<file path="config.mk">
export PLATFORM = sky130hd
export DESIGN_NAME = riscv_mem_arbiter_flat
export DESIGN_NICKNAME = d
export VERILOG_FILES = /design/src/rtl/riscv_mem_arb_pkg.sv /design/src/rtl/riscv_mem_arbiter_if.sv /design/src/rtl/riscv_mem_arb_select.sv /design/src/rtl/riscv_mem_arbiter.sv /design/src/flat_wrapper.sv
export SDC_FILE = /design/constraint.sdc
export NUM_CORES = 1
export LEC_CHECK = 0
export CORE_ASPECT_RATIO = 1.2
export CORE_UTILIZATION = 45
export CTS_CLUSTER_DIAMETER = 60
export CTS_CLUSTER_SIZE = 25
export DETAILED_ROUTE_END_ITERATION = 6
export DONT_BUFFER_PORTS = 1
export SLEW_MARGIN = 20
export SYNTH_ARGS = -nofsm -noshare
export SYNTH_HDL_FRONTEND = slang
export SYNTH_SLANG_ARGS = --single-unit
</file>
<file path="constraint.sdc">
create_clock -name clk -period 3.43 [get_ports clk]
set_input_delay 0.1715 -clock clk [delete_from_list [all_inputs] [get_ports clk]]
set_output_delay 0.1715 -clock clk [all_outputs]
set_load 0.02 [all_outputs]
</file>
<file path="src/rtl/riscv_mem_arb_pkg.sv">
// Shared types for the fetch/data memory arbiter: FSM states, grant owner and
// the saturating streak increment used by the fairness logic.
package riscv_mem_arb_pkg;

  localparam int DATA_W   = 32;
  localparam int STREAK_W = 4;

  typedef enum logic [1:0] {
    IDLE,
    CMD,
    WAIT,
    RESP
  } state_t;

  typedef enum logic {
    OWN_I,
    OWN_D
  } owner_t;

  function automatic logic [STREAK_W-1:0] sat_inc(input logic [STREAK_W-1:0] v);
    return (v == '1) ? v : v + STREAK_W'(1);
  endfunction

endpackage

</file>
<file path="src/rtl/riscv_mem_arbiter_if.sv">
// Bus bundle between the pipeline requesters, the arbiter and the unified
// memory. slave is the arbiter's view; master is the requesters-plus-memory view.
interface riscv_mem_arbiter_if;
  import riscv_mem_arb_pkg::*;

  logic              i_req;
  logic [DATA_W-1:0] i_addr;
  logic              i_ack;
  logic [DATA_W-1:0] i_rdata;
  logic              d_rd;
  logic              d_wr;
  logic [DATA_W-1:0] d_addr;
  logic [DATA_W-1:0] d_wdata;
  logic              d_ack;
  logic [DATA_W-1:0] d_rdata;
  logic [DATA_W-1:0] mem_addr;
  logic [DATA_W-1:0] mem_wdata;
  logic              mem_re;
  logic              mem_we;
  logic [DATA_W-1:0] mem_rdata;
  logic              busy;

  modport slave (
    input  i_req, i_addr, d_rd, d_wr, d_addr, d_wdata, mem_rdata,
    output i_ack, i_rdata, d_ack, d_rdata, mem_addr, mem_wdata, mem_re, mem_we, busy
  );

  modport master (
    output i_req, i_addr, d_rd, d_wr, d_addr, d_wdata, mem_rdata,
    input  i_ack, i_rdata, d_ack, d_rdata, mem_addr, mem_wdata, mem_re, mem_we, busy
  );

endinterface

</file>
<file path="src/rtl/riscv_mem_arb_select.sv">
// Winner pick between fetch and data, with a saturating count of data grants
// that overtook a waiting fetch so the fetch is eventually forced through.
module riscv_mem_arb_select
  import riscv_mem_arb_pkg::*;
#(
  parameter int MAX_D_STREAK = 4
) (
  input  logic   clk,
  input  logic   rst_n,
  input  logic   i_req,
  input  logic   d_req,
  input  logic   grant,
  output owner_t winner
);

  logic [STREAK_W-1:0] streak_reg;
  logic [STREAK_W-1:0] streak_next;

  always_comb begin
    winner = OWN_I;
    if (d_req && !(i_req && streak_reg == STREAK_W'(MAX_D_STREAK))) begin
      winner = OWN_D;
    end
  end

  // Only data grants that actually made a fetch wait extend the streak.
  always_comb begin
    streak_next = streak_reg;
    if (grant) begin
      if (winner == OWN_D && i_req) begin
        streak_next = sat_inc(streak_reg);
      end else begin
        streak_next = '0;
      end
    end
  end

  always_ff @(posedge clk or negedge rst_n) begin
    if (!rst_n) begin
      streak_reg <= '0;
    end else begin
      streak_reg <= streak_next;
    end
  end

endmodule

</file>
<file path="src/rtl/riscv_mem_arbiter.sv">
// Single-port memory arbiter for instruction fetch and load/store: one
// transaction at a time, fixed read latency, registered one-cycle acks.
module riscv_mem_arbiter
  import riscv_mem_arb_pkg::*;
#(
  parameter int MEM_LATENCY  = 1,
  parameter int MAX_D_STREAK = 4
) (
  input  logic              clk,
  input  logic              rst_n,
  riscv_mem_arbiter_if.slave bus
);

  localparam logic [2:0] LAT_M1 = 3'(MEM_LATENCY - 1);

  state_t            state_reg,     state_next;
  owner_t            owner_reg,     owner_next;
  logic [2:0]        cnt_reg,       cnt_next;
  logic [DATA_W-1:0] mem_addr_reg,  mem_addr_next;
  logic [DATA_W-1:0] mem_wdata_reg, mem_wdata_next;
  logic              mem_re_reg,    mem_re_next;
  logic              mem_we_reg,    mem_we_next;
  logic              i_ack_reg,     i_ack_next;
  logic              d_ack_reg,     d_ack_next;
  logic [DATA_W-1:0] i_rdata_reg,   i_rdata_next;
  logic [DATA_W-1:0] d_rdata_reg,   d_rdata_next;
  logic              busy_reg,      busy_next;

  logic   d_req;
  logic   grant;
  owner_t winner;
  logic   capture;

  assign d_req = bus.d_rd | bus.d_wr;
  assign grant = (state_reg == IDLE) && (bus.i_req || d_req);

  riscv_mem_arb_select #(
    .MAX_D_STREAK(MAX_D_STREAK)
  ) u_select (
    .clk    (clk),
    .rst_n  (rst_n),
    .i_req  (bus.i_req),
    .d_req  (d_req),
    .grant  (grant),
    .winner (winner)
  );

  // The latency counter is loaded on grant, so a read spends MEM_LATENCY-1
  // cycles in WAIT and mem_rdata is captured MEM_LATENCY edges after mem_re rose.
  always_comb begin
    state_next     = state_reg;
    owner_next     = owner_reg;
    cnt_next       = cnt_reg;
    mem_addr_next  = mem_addr_reg;
    mem_wdata_next = mem_wdata_reg;
    mem_re_next    = 1'b0;
    mem_we_next    = 1'b0;
    i_ack_next     = 1'b0;
    d_ack_next     = 1'b0;
    i_rdata_next   = i_rdata_reg;
    d_rdata_next   = d_rdata_reg;
    capture        = 1'b0;

    case (state_reg)
      IDLE: begin
        if (grant) begin
          state_next = CMD;
          cnt_next   = LAT_M1;
          owner_next = winner;
          if (winner == OWN_D) begin
            mem_addr_next  = bus.d_addr;
            mem_wdata_next = bus.d_wdata;
            if (bus.d_wr) begin
              // Stores complete on the command cycle itself.
              mem_we_next = 1'b1;
              d_ack_next  = 1'b1;
            end else begin
              mem_re_next = 1'b1;
            end
          end else begin
            mem_addr_next = bus.i_addr;
            mem_re_next   = 1'b1;
          end
        end
      end
      CMD: begin
        if (mem_we_reg) begin
          state_next = IDLE;
        end else if (cnt_reg == 3'd0) begin
          capture = 1'b1;
        end else begin
          cnt_next   = cnt_reg - 3'd1;
          state_next = WAIT;
        end
      end
      WAIT: begin
        if (cnt_reg == 3'd0) begin
          capture = 1'b1;
        end else begin
          cnt_next = cnt_reg - 3'd1;
        end
      end
      RESP: begin
        state_next = IDLE;
      end
      default: begin
        state_next = IDLE;
      end
    endcase

    if (capture) begin
      state_next = RESP;
      if (owner_reg == OWN_D) begin
        d_rdata_next = bus.mem_rdata;
        d_ack_next   = 1'b1;
      end else begin
        i_rdata_next = bus.mem_rdata;
        i_ack_next   = 1'b1;
      end
    end

    busy_next = (state_next != IDLE);
  end

  always_ff @(posedge clk or negedge rst_n) begin
    if (!rst_n) begin
      state_reg     <= IDLE;
      owner_reg     <= OWN_I;
      cnt_reg       <= '0;
      mem_addr_reg  <= '0;
      mem_wdata_reg <= '0;
      mem_re_reg    <= 1'b0;
      mem_we_reg    <= 1'b0;
      i_ack_reg     <= 1'b0;
      d_ack_reg     <= 1'b0;
      i_rdata_reg   <= '0;
      d_rdata_reg   <= '0;
      busy_reg      <= 1'b0;
    end else begin
      state_reg     <= state_next;
      owner_reg     <= owner_next;
      cnt_reg       <= cnt_next;
      mem_addr_reg  <= mem_addr_next;
      mem_wdata_reg <= mem_wdata_next;
      mem_re_reg    <= mem_re_next;
      mem_we_reg    <= mem_we_next;
      i_ack_reg     <= i_ack_next;
      d_ack_reg     <= d_ack_next;
      i_rdata_reg   <= i_rdata_next;
      d_rdata_reg   <= d_rdata_next;
      busy_reg      <= busy_next;
    end
  end

  assign bus.mem_addr  = mem_addr_reg;
  assign bus.mem_wdata = mem_wdata_reg;
  assign bus.mem_re    = mem_re_reg;
  assign bus.mem_we    = mem_we_reg;
  assign bus.i_ack     = i_ack_reg;
  assign bus.d_ack     = d_ack_reg;
  assign bus.i_rdata   = i_rdata_reg;
  assign bus.d_rdata   = d_rdata_reg;
  assign bus.busy      = busy_reg;

endmodule
</file>
<file path="src/flat_wrapper.sv">
// flat-port wrapper written by rule: the top's interface ports become plain ports
module riscv_mem_arbiter_flat import riscv_mem_arb_pkg::*;
#(
  parameter int MEM_LATENCY  = 1,
  parameter int MAX_D_STREAK = 4
)
  (clk, rst_n, bus_i_req, bus_i_addr, bus_d_rd, bus_d_wr, bus_d_addr, bus_d_wdata, bus_mem_rdata, bus_i_ack, bus_i_rdata, bus_d_ack, bus_d_rdata, bus_mem_addr, bus_mem_wdata, bus_mem_re, bus_mem_we, bus_busy);
  riscv_mem_arbiter_if bus_i ();
  input  logic clk;
  input  logic rst_n;
  input wire logic [$bits(bus_i.i_req)-1:0] bus_i_req;
  input wire logic [$bits(bus_i.i_addr)-1:0] bus_i_addr;
  input wire logic [$bits(bus_i.d_rd)-1:0] bus_d_rd;
  input wire logic [$bits(bus_i.d_wr)-1:0] bus_d_wr;
  input wire logic [$bits(bus_i.d_addr)-1:0] bus_d_addr;
  input wire logic [$bits(bus_i.d_wdata)-1:0] bus_d_wdata;
  input wire logic [$bits(bus_i.mem_rdata)-1:0] bus_mem_rdata;
  output wire logic [$bits(bus_i.i_ack)-1:0] bus_i_ack;
  output wire logic [$bits(bus_i.i_rdata)-1:0] bus_i_rdata;
  output wire logic [$bits(bus_i.d_ack)-1:0] bus_d_ack;
  output wire logic [$bits(bus_i.d_rdata)-1:0] bus_d_rdata;
  output wire logic [$bits(bus_i.mem_addr)-1:0] bus_mem_addr;
  output wire logic [$bits(bus_i.mem_wdata)-1:0] bus_mem_wdata;
  output wire logic [$bits(bus_i.mem_re)-1:0] bus_mem_re;
  output wire logic [$bits(bus_i.mem_we)-1:0] bus_mem_we;
  output wire logic [$bits(bus_i.busy)-1:0] bus_busy;
  assign bus_i.i_req = bus_i_req;
  assign bus_i.i_addr = bus_i_addr;
  assign bus_i.d_rd = bus_d_rd;
  assign bus_i.d_wr = bus_d_wr;
  assign bus_i.d_addr = bus_d_addr;
  assign bus_i.d_wdata = bus_d_wdata;
  assign bus_i.mem_rdata = bus_mem_rdata;
  assign bus_i_ack = bus_i.i_ack;
  assign bus_i_rdata = bus_i.i_rdata;
  assign bus_d_ack = bus_i.d_ack;
  assign bus_d_rdata = bus_i.d_rdata;
  assign bus_mem_addr = bus_i.mem_addr;
  assign bus_mem_wdata = bus_i.mem_wdata;
  assign bus_mem_re = bus_i.mem_re;
  assign bus_mem_we = bus_i.mem_we;
  assign bus_busy = bus_i.busy;
  riscv_mem_arbiter #(.MEM_LATENCY(MEM_LATENCY), .MAX_D_STREAK(MAX_D_STREAK)) u_core (.clk(clk), .rst_n(rst_n), .bus(bus_i));
endmodule
</file>
==> impl_metrics.ini, run 1 <==
[run_status]
outcome = complete, but fails checks
violations = hold timing

[power_and_ir_drop]
leakage_nw = 3.573
p_per_area_mw_per_mm2 = 1058
power_mw = 8.726
ir_worst_vdd_mv = 0.6697

[worst_setup_path]
crit_path_start_kind = register
path_class = register to register
r2r_slack_ns = 0.51
cp.arrival_ns = 3.27
cp.required_ns = 3.78
crit_fanout = 20
endpoint_kind = register

[layout]
layout_commonest_cell = dfrtp_1
finalNetCount = 740
layout.cells.most_common_list = dfrtp_1 (143), dlygate4sd3_1 (130), mux2_2 (57)
postLayoutCoreUtil = 0.6148
drive_gt1_frac = 0.2340
antenna_cells = 0
syn2layout_area_growth_pct = 31.46

[die]
start_util = 0.4676
io-pin-count = 266
die_x_um = 109.8
die-area_mm2 = 0.01441
die_h_um = 131.3
core_mm2 = 0.01341
rows = 46

[clock_tree]
clk_latency_ns = 0.42
cts_htree_levels = 4
clkTransAtPathRegs_ns = 0.06
cts_hold_buf = 130
clock_sinks = 143
cts_buffer_depth = 2
ctsResizeCount = 0
cts-root-buf = clkbuf_16
cts_buffers = 17
cts_tree = done
cts_setup_buffers = 0

[grt]
grt_overflow = 0
grt_pass1_vias = 4714
grt_max_degree = 144
antenna_found_initial = 0
grt_pass1_wl_mm = 24.16
grt_use_total = 0.2212

[route]
viasPerCell = 5.709
met1_length_mm = 5.743
top_layer = met4
firstDrtPassIters = 4
wl_per_cell_um = 20.18
met3_length_mm = 1.282
route.met2.wl_mm = 8.291
ant_nets = 0
drtIter0Drc = 304
vias = 4447
wl_mm = 15.72
post-route-drc-count = 0

[yosys]
avgSynthCellArea_um2 = 13.17
ys_ff_latch = 143
async_flop_share = 1.000
ys_warn_count = 0
synth_cells = 476
syn_nets = 618
syn_area_mm2 = 0.006271
synth_cell_type_count = 44
synth_edf_count = 0
synth_seq_area_share = 0.5706
synthFlopType = dfrtp_1

[sta]
layout_setup_ws_ns = 0.5109
tightest_slew_ns = 0.9975
slew_headroom = 0.3256
hold_ws_ns = -0.5477
hold_viol = 143
min_period_ns = 2.919
maxSlewViolCount = 0
fin_skew_ns = 0.008590
fin_crit_sh = 0.8511
rsz0062_at_grt = no
fin_setup_tns_ns = 0
max_freq_mhz = 342.6
report.final.setup_viol = 0

[place]
place_ws_ns = 1.075
portBuffers = 0
post-dp-hpwl_mm = 9.552
gp_congestion = 0.8010

[hold_path]
hold_path.class = primary input to async pin

[job]
drv_cap = 0
-- worst max-delay path: stages, from the launching register on --
cell,delay [ns]
dfrtp_1,0.42
inv_1,0.14
ha_1,0.40
o31a_1,0.71
buf_4,0.36
nor2_1,0.09
a21oi_1,0.15
dlygate4sd3_1,0.59
-- kinds of logic (layout without fill, tap and decap cells) --
logic type	after synthesis	after routing	synth area share
flops	143	143	0.5706
compound gates	123	123	0.1209
mux	97	97	0.1981
simple gates	62	62	0.05308
buf+inv	42	177	0.03930
fa+ha+maj	9	9	0.01796
-- final timing paths --
path                                                     from                            end  depth (start not counted)
worst max register to register            u_core.state_reg[0]        u_core.bus.mem_addr[20]                          7
worst max-delay path                      u_core.state_reg[0]        u_core.bus.mem_addr[20]                          7
min in group clk                                    bus_i_req  u_core.u_select.streak_reg[1]                          2
worst min register to register  u_core.u_select.streak_reg[1]  u_core.u_select.streak_reg[1]                          1
max in group asynchronous                               rst_n         u_core.bus.d_rdata[20]                          0
worst min-delay path                                    rst_n        u_core.bus.mem_addr[12]                          0
-- where the power goes --
group          switching [mW]  leakage [nW]  internal (mW)  total, mW
sequential               1.67          1.67           2.54       4.20
combinational            1.06          1.60           1.56       2.62
clock                   0.713         0.297           1.19       1.90
-- layout make-up --
| cell class | instances | area, um2 |
|---|---|---|
| Clock buffer | 20 | 456.7 |
| Clock inverter | 12 | 158.9 |
| Fill cell | 1023 | 5166 |
| Inverter | 9 | 33.78 |
| Multi-Input combinational cell | 291 | 2447 |
| Sequential cell | 143 | 3578 |
| Tap cell | 168 | 210.2 |
| Timing Repair Buffer | 136 | 1359 |
-- through the flow --
stage | cell area [um2] | hold slack [ns] | cells
3_5_place_dp | 6326 | -0.1214 | 617
6_report | 8244 | -0.5477 | 779
5_1_grt | 8244 | -0.5688 | 779
4_1_cts | 8243 | -0.5752 | 779
2_1_floorplan | 6271 | -0.1241 | 476
3_3_place_gp | 6326 | -0.1215 | 617
-- per-layer routing --
metal	track usage	vias to the layer above
li1	-	1967
met1	0.2388	2195
met2	0.3913	247
met3	0.06746	38
met4	0.09333	0
met5	0	-
-- synthesized netlist by cell type (2+ instances only) --
master | count | area [um2]
nor2_1 | 35 | 131.4
o2111ai_4 | 2 | 52.55
ha_1 | 9 | 112.6
nand3b_1 | 2 | 15.01
and3_1 | 3 | 18.77
buf_2 | 7 | 35.03
clkbuf_1 | 13 | 48.80
mux2_4 | 40 | 600.6
buf_6 | 9 | 101.4
o211ai_1 | 4 | 30.03
nand3_1 | 5 | 25.02
nand2_1 | 2 | 7.510
dfrtp_1 | 143 | 3578
mux2_2 | 57 | 641.9
buf_4 | 3 | 22.52
inv_1 | 9 | 33.78
nand2b_1 | 2 | 12.51
a21oi_1 | 37 | 185.2
o21ai_0 | 38 | 190.2
a31oi_1 | 32 | 200.2
Power figures use the tool's default switching activity.
==> run 2: changes to the inputs <==
- ABC_CLOCK_PERIOD_IN_PS: unset -> 3430
- REMOVE_ABC_BUFFERS: unset -> 1
==> run 2 against run 1 <==
Against the previous run: the run still ends with hold timing left; setup slack gained 0.56 ns; clock-buffer cell count is the same; register-to-register slack gained 0.56 ns; worst hold slack lost 0.0037 ns; combinational power is essentially flat; total power grew 1.6%; cell count grew 0.26%; wire length grew 0.80%.
==> impl_metrics.ini, run 2 (synthesized netlist as in run 1, its figures left out) <==
[run_status]
outcome = complete, but fails checks
violations = hold timing

[die]
die_x_um = 109.8
io-pin-count = 266
core_mm2 = 0.01341
start_util = 0.4676
rows = 46
die_h_um = 131.3
die-area_mm2 = 0.01441

[layout]
finalNetCount = 743
fin_area_mm2 = 0.008298
layout.cells.most_common_list = dfrtp_1 (143), dlygate4sd3_1 (130), mux2_2 (57)
syn2layout_area_growth_pct = 32.32
nFillCells = 973
drive_gt1_frac = 0.2316
antenna_cells = 0
layout_commonest_cell = dfrtp_1

[worst_setup_path]
crit_chain = inv_1 > ha_1 > o31a_1 > buf_4 > nor2_1 > a21oi_1 > dlygate4sd3_1
crit_fanout = 37
critPathSlowestCell = dlygate4sd3_1
cp.required_ns = 3.78
slowest_delay_ns = 0.58
cp.arrival_ns = 2.72
crit_path_start_kind = register
path_class = register to register
endpoint_kind = register

[clock_tree]
cts-root-buf = clkbuf_16
cts_tree = done
cts_buffers = 17
cts_htree_levels = 4
clock_sinks = 143
clk_latency_ns = 0.43
cts_hold_buf = 130
clkTransAtPathRegs_ns = 0.06
cts_setup_buffers = 0
ctsResizeCount = 0
cts_buffer_depth = 2

[grt]
grt_pass1_wl_mm = 24.44
antenna_found_initial = 0
grt_pass1_vias = 4754
grt_overflow = 0
grt_max_degree = 144
grt_use_total = 0.2231

[job]
drv_cap = 0

[route]
ant_nets = 0
viasPerCell = 5.616
wl_per_cell_um = 20.29
drtIter0Drc = 318
firstDrtPassIters = 4
vias = 4386
post-route-drc-count = 0
wl_mm = 15.84

[power_and_ir_drop]
p_per_area_mw_per_mm2 = 1069
power_mw = 8.867
ir_worst_vdd_mv = 0.5876
leakage_nw = 3.603

[sta]
tightest_slew_ns = 0.7151
hold_viol = 143
hold_ws_ns = -0.5514
fin_skew_ns = 0.01238
maxSlewViolCount = 0
min_period_ns = 2.363
max_freq_mhz = 423.2
fin_crit_sh = 0.6889
fin_setup_tns_ns = 0
rsz0062_at_grt = no
report.final.setup_viol = 0
slew_headroom = 0.5165

[place]
placed_cell_area_mm2 = 0.006349
portBuffers = 0
gp_congestion = 0.7954
post-dp-hpwl_mm = 9.396

[hold_path]
hold_path.class = primary input to async pin
==> run 2: cell count changes in the layout (fill, tap and decap cells not counted), sizes merged <==
cell and delta:
bufinv +2, inv +3, clkinv -5, clkinvlp -1, buf +3
==> run 2: path summary, 6_finish.rpt <==
check                                    startpoint                             to  slack, ns  depth (start not counted)
worst max-delay path            u_core.state_reg[0]         u_core.bus.mem_addr[4]       1.07                          7
min in group clk                          bus_i_req  u_core.u_select.streak_reg[3]       0.06                          3
max in group asynchronous                     rst_n       u_core.bus.mem_wdata[22]       3.65                          0
worst min register to register    u_core.cnt_reg[0]              u_core.cnt_reg[0]       0.55                          2
worst max register to register  u_core.state_reg[0]         u_core.bus.mem_addr[4]       1.07                          7
worst min-delay path                          rst_n         u_core.bus.d_rdata[28]      -0.55                          0
==> run 2: cell type report <==
cell class	instances	area, um2	area share
clock buffers	20	446.7	0.05383
clock inverters	11	201.4	0.02428
inverters	9	33.78	0.004071
multi-input cells	291	2446	0.2948
flip-flops and latches	143	3578	0.4312
well taps	168	210.2	0.02533
repair buffers	139	1381	0.1665
==> run 2: worst max-delay path: cells and delay by family (launching register included) <==
| kind | cells | cell delay [ns] |
|---|---|---|
| DFF | 1 | 0.42 |
| AOI/OAI and AO/OA | 2 | 0.33 |
| and+or+nand+nor | 1 | 0.09 |
| buffers and inverters | 3 | 1.09 |
| adders and majority gates | 1 | 0.37 |
==> run 2: per-stage QoR <==
| stage | instances | utilization | setup WS [ns] |
|---|---|---|---|
| 3_3_place_gp | 620 | 0.4734 | 1.206 |
| 4_1_cts | 781 | 0.6188 | 1.086 |
| 3_5_place_dp | 620 | 0.4734 | 1.107 |
| 2_1_floorplan | 443 | - | 1.099 |
| 6_report | 781 | 0.6188 | 1.067 |
| 5_1_grt | 781 | 0.6188 | 0.8890 |
==> run 2: per-layer routing <==
metal / part of all wire / vias to the layer above / track usage / wire length, um
met2: 0.52 / 233 / 0.3836 / 8238
li1: - / 1969 / - / -
met5: 0 / - / 0 / 0
met4: 0.023 / 0 / 0.1096 / 359
met3: 0.091 / 29 / 0.07937 / 1434
met1: 0.37 / 2155 / 0.2371 / 5811
==> run 2: power breakdown <==
part	total (mW)	leakage, nW	internal (mW)	switching [mW]
Combinational	2.59	1.62	1.56	1.03
Clock	2.05	0.313	1.32	0.734
Sequential	4.22	1.67	2.54	1.69
Total	8.87	3.60	5.41	3.45
==> run 3: changes to the inputs <==
- ABC_CLOCK_PERIOD_IN_PS: 3430 -> 1900
- clock period: 3.43 -> 1.9 ns (I/O delays scaled with it)
==> run 3 against run 2 <==
Against the previous run: the run still ends with hold timing left; largest power group unchanged; design area rose by 2.9%; non-clock buffer count rose by 21; largest cell class unchanged; highest routed layer unchanged; sequential share of layout area decreased by 1.2 points; critical path depth decreased by 1; register-to-register slack lost 1.0 ns.
==> impl_metrics.ini, run 3 (synthesized netlist as in run 1, its figures left out) <==
[clock_tree]
clock_sinks = 143
cts_tree = done
clk_latency_ns = 0.41
cts-root-buf = clkbuf_16
cts_hold_buf = 131
cts_htree_levels = 4
clkTransAtPathRegs_ns = 0.06
cts_buffer_depth = 2
cts_buffers = 17

[layout]
syn2layout_area_growth_pct = 36.17
layout.cells.most_common_list = dfrtp_1 (143), dlygate4sd3_1 (131), mux2_2 (57)
final_cells = 802
drive_gt1_frac = 0.2618
antenna_cells = 0
finalNetCount = 764
layout_commonest_cell = dfrtp_1

[route]
firstDrtPassIters = 5
vias = 4555
drtIter0Drc = 324
post-route-drc-count = 0
wl_per_cell_um = 20.36
viasPerCell = 5.680
wl_mm = 16.33
ant_nets = 0

[sta]
slew_headroom = 0.6809
rsz0062_at_grt = yes
min_period_ns = 1.851
fin_skew_ns = 0.008553
fin_setup_tns_ns = 0
layout_setup_ws_ns = 0.04923
tightest_slew_ns = 0.4727
hold_viol = 143
report.final.setup_viol = 0
hold_ws_ns = -0.6164
fin_crit_sh = 0.9741
max_freq_mhz = 540.3
maxSlewViolCount = 0

[worst_setup_path]
crit_fanout = 6
cp.required_ns = 2.19
endpoint_kind = register
path_class = register to register
cp.arrival_ns = 2.14
crit_path_start_kind = register

[die]
core_mm2 = 0.01341
die_h_um = 131.3
io-pin-count = 266
die_x_um = 109.8
die-area_mm2 = 0.01441
start_util = 0.4676
rows = 46

[run_status]
violations = hold timing
outcome = complete, but fails checks

[power_and_ir_drop]
p_per_area_mw_per_mm2 = 1830
leakage_nw = 3.738
ir_worst_vdd_mv = 1.099
power_mw = 15.63

[place]
place_ws_ns = 0.05939
gp_congestion = 0.7950
portBuffers = 0
post-dp-hpwl_mm = 9.567
dp_cells = 632

[job]
drv_cap = 0

[grt]
grt_use_total = 0.2261
grt_pass1_wl_mm = 24.63
grt_max_degree = 144
grt_overflow = 0
grt_pass1_vias = 4719
antenna_found_initial = 0

[hold_path]
hold_path.class = primary input to async pin
## run 3: cell count changes in the layout (fill, tap and decap cells not counted), moves of 3 or more
cell,change
ha_2,+3
inv_6,-4
buf_12,+4
buf_4,+10
ha_1,-3
buf_6,+3
## run 3: final cells by class
| cell class | count | area [um2] |
|---|---|---|
| Sequential cell | 143 | 3578 |
| Timing Repair Buffer | 160 | 1645 |
| Tap cell | 168 | 210.2 |
| Multi-Input combinational cell | 291 | 2464 |
| Clock inverter | 8 | 130.1 |
| Clock buffer | 23 | 478.0 |
| Inverter | 9 | 33.78 |
| Fill cell | 966 | 4871 |
## run 3: worst max-delay path: stages (launching register included)
cell and delay (ns):
dfrtp_1 0.41, ha_2 0.20, and2b_2 0.24, o2111ai_4 0.25
buf_6 0.16, clkbuf_16 0.15, mux2_2 0.33
## run 3: what timing repair did
| item | CTS | global route |
|---|---|---|
| setup buffers | 0 | 6 |
| resized for setup | 0 | 10 |
| setup endpoints to repair | 0 | 62 |
| hold endpoints to repair | 276 | 143 |
## run 3: path summary, 6_finish.rpt
path | startpoint | slack, ns | cells after the start | endpoint
setup / recovery | u_core.state_reg[0] | 0.05 | 6 | u_core.bus.d_rdata[31]
hold / removal | rst_n | -0.62 | 0 | u_core.bus.mem_addr[4]
setup reg to reg | u_core.state_reg[0] | 0.05 | 6 | u_core.bus.d_rdata[31]
hold reg to reg | u_core.u_select.streak_reg[1] | 0.55 | 1 | u_core.u_select.streak_reg[1]
max in group asynchronous | rst_n | 2.30 | 0 | u_core.bus.mem_addr[26]
min in group clk | bus_i_req | 0.08 | 3 | u_core.owner_reg
## run 3: per-stage QoR
stage                     instance area, um2  utilization
after detailed placement                6489       0.4839
after floorplan                         6058            -
after CTS                               8408       0.6270
after global placement                  6489       0.4839
final                                   8539       0.6368
after global routing                    8539       0.6368
## run 3: routing by layer
metal	GRT usage	share of wire
met3	0.09276	0.099
met5	0	0
met1	0.2394	0.36
met2	0.3868	0.52
met4	0.09852	0.022
## run 3: power by group
group | internal, mW | switching (mW) | total, mW
sequential | 4.58 | 3.02 | 7.60
combinational | 2.68 | 1.94 | 4.61
clock | 2.17 | 1.24 | 3.41
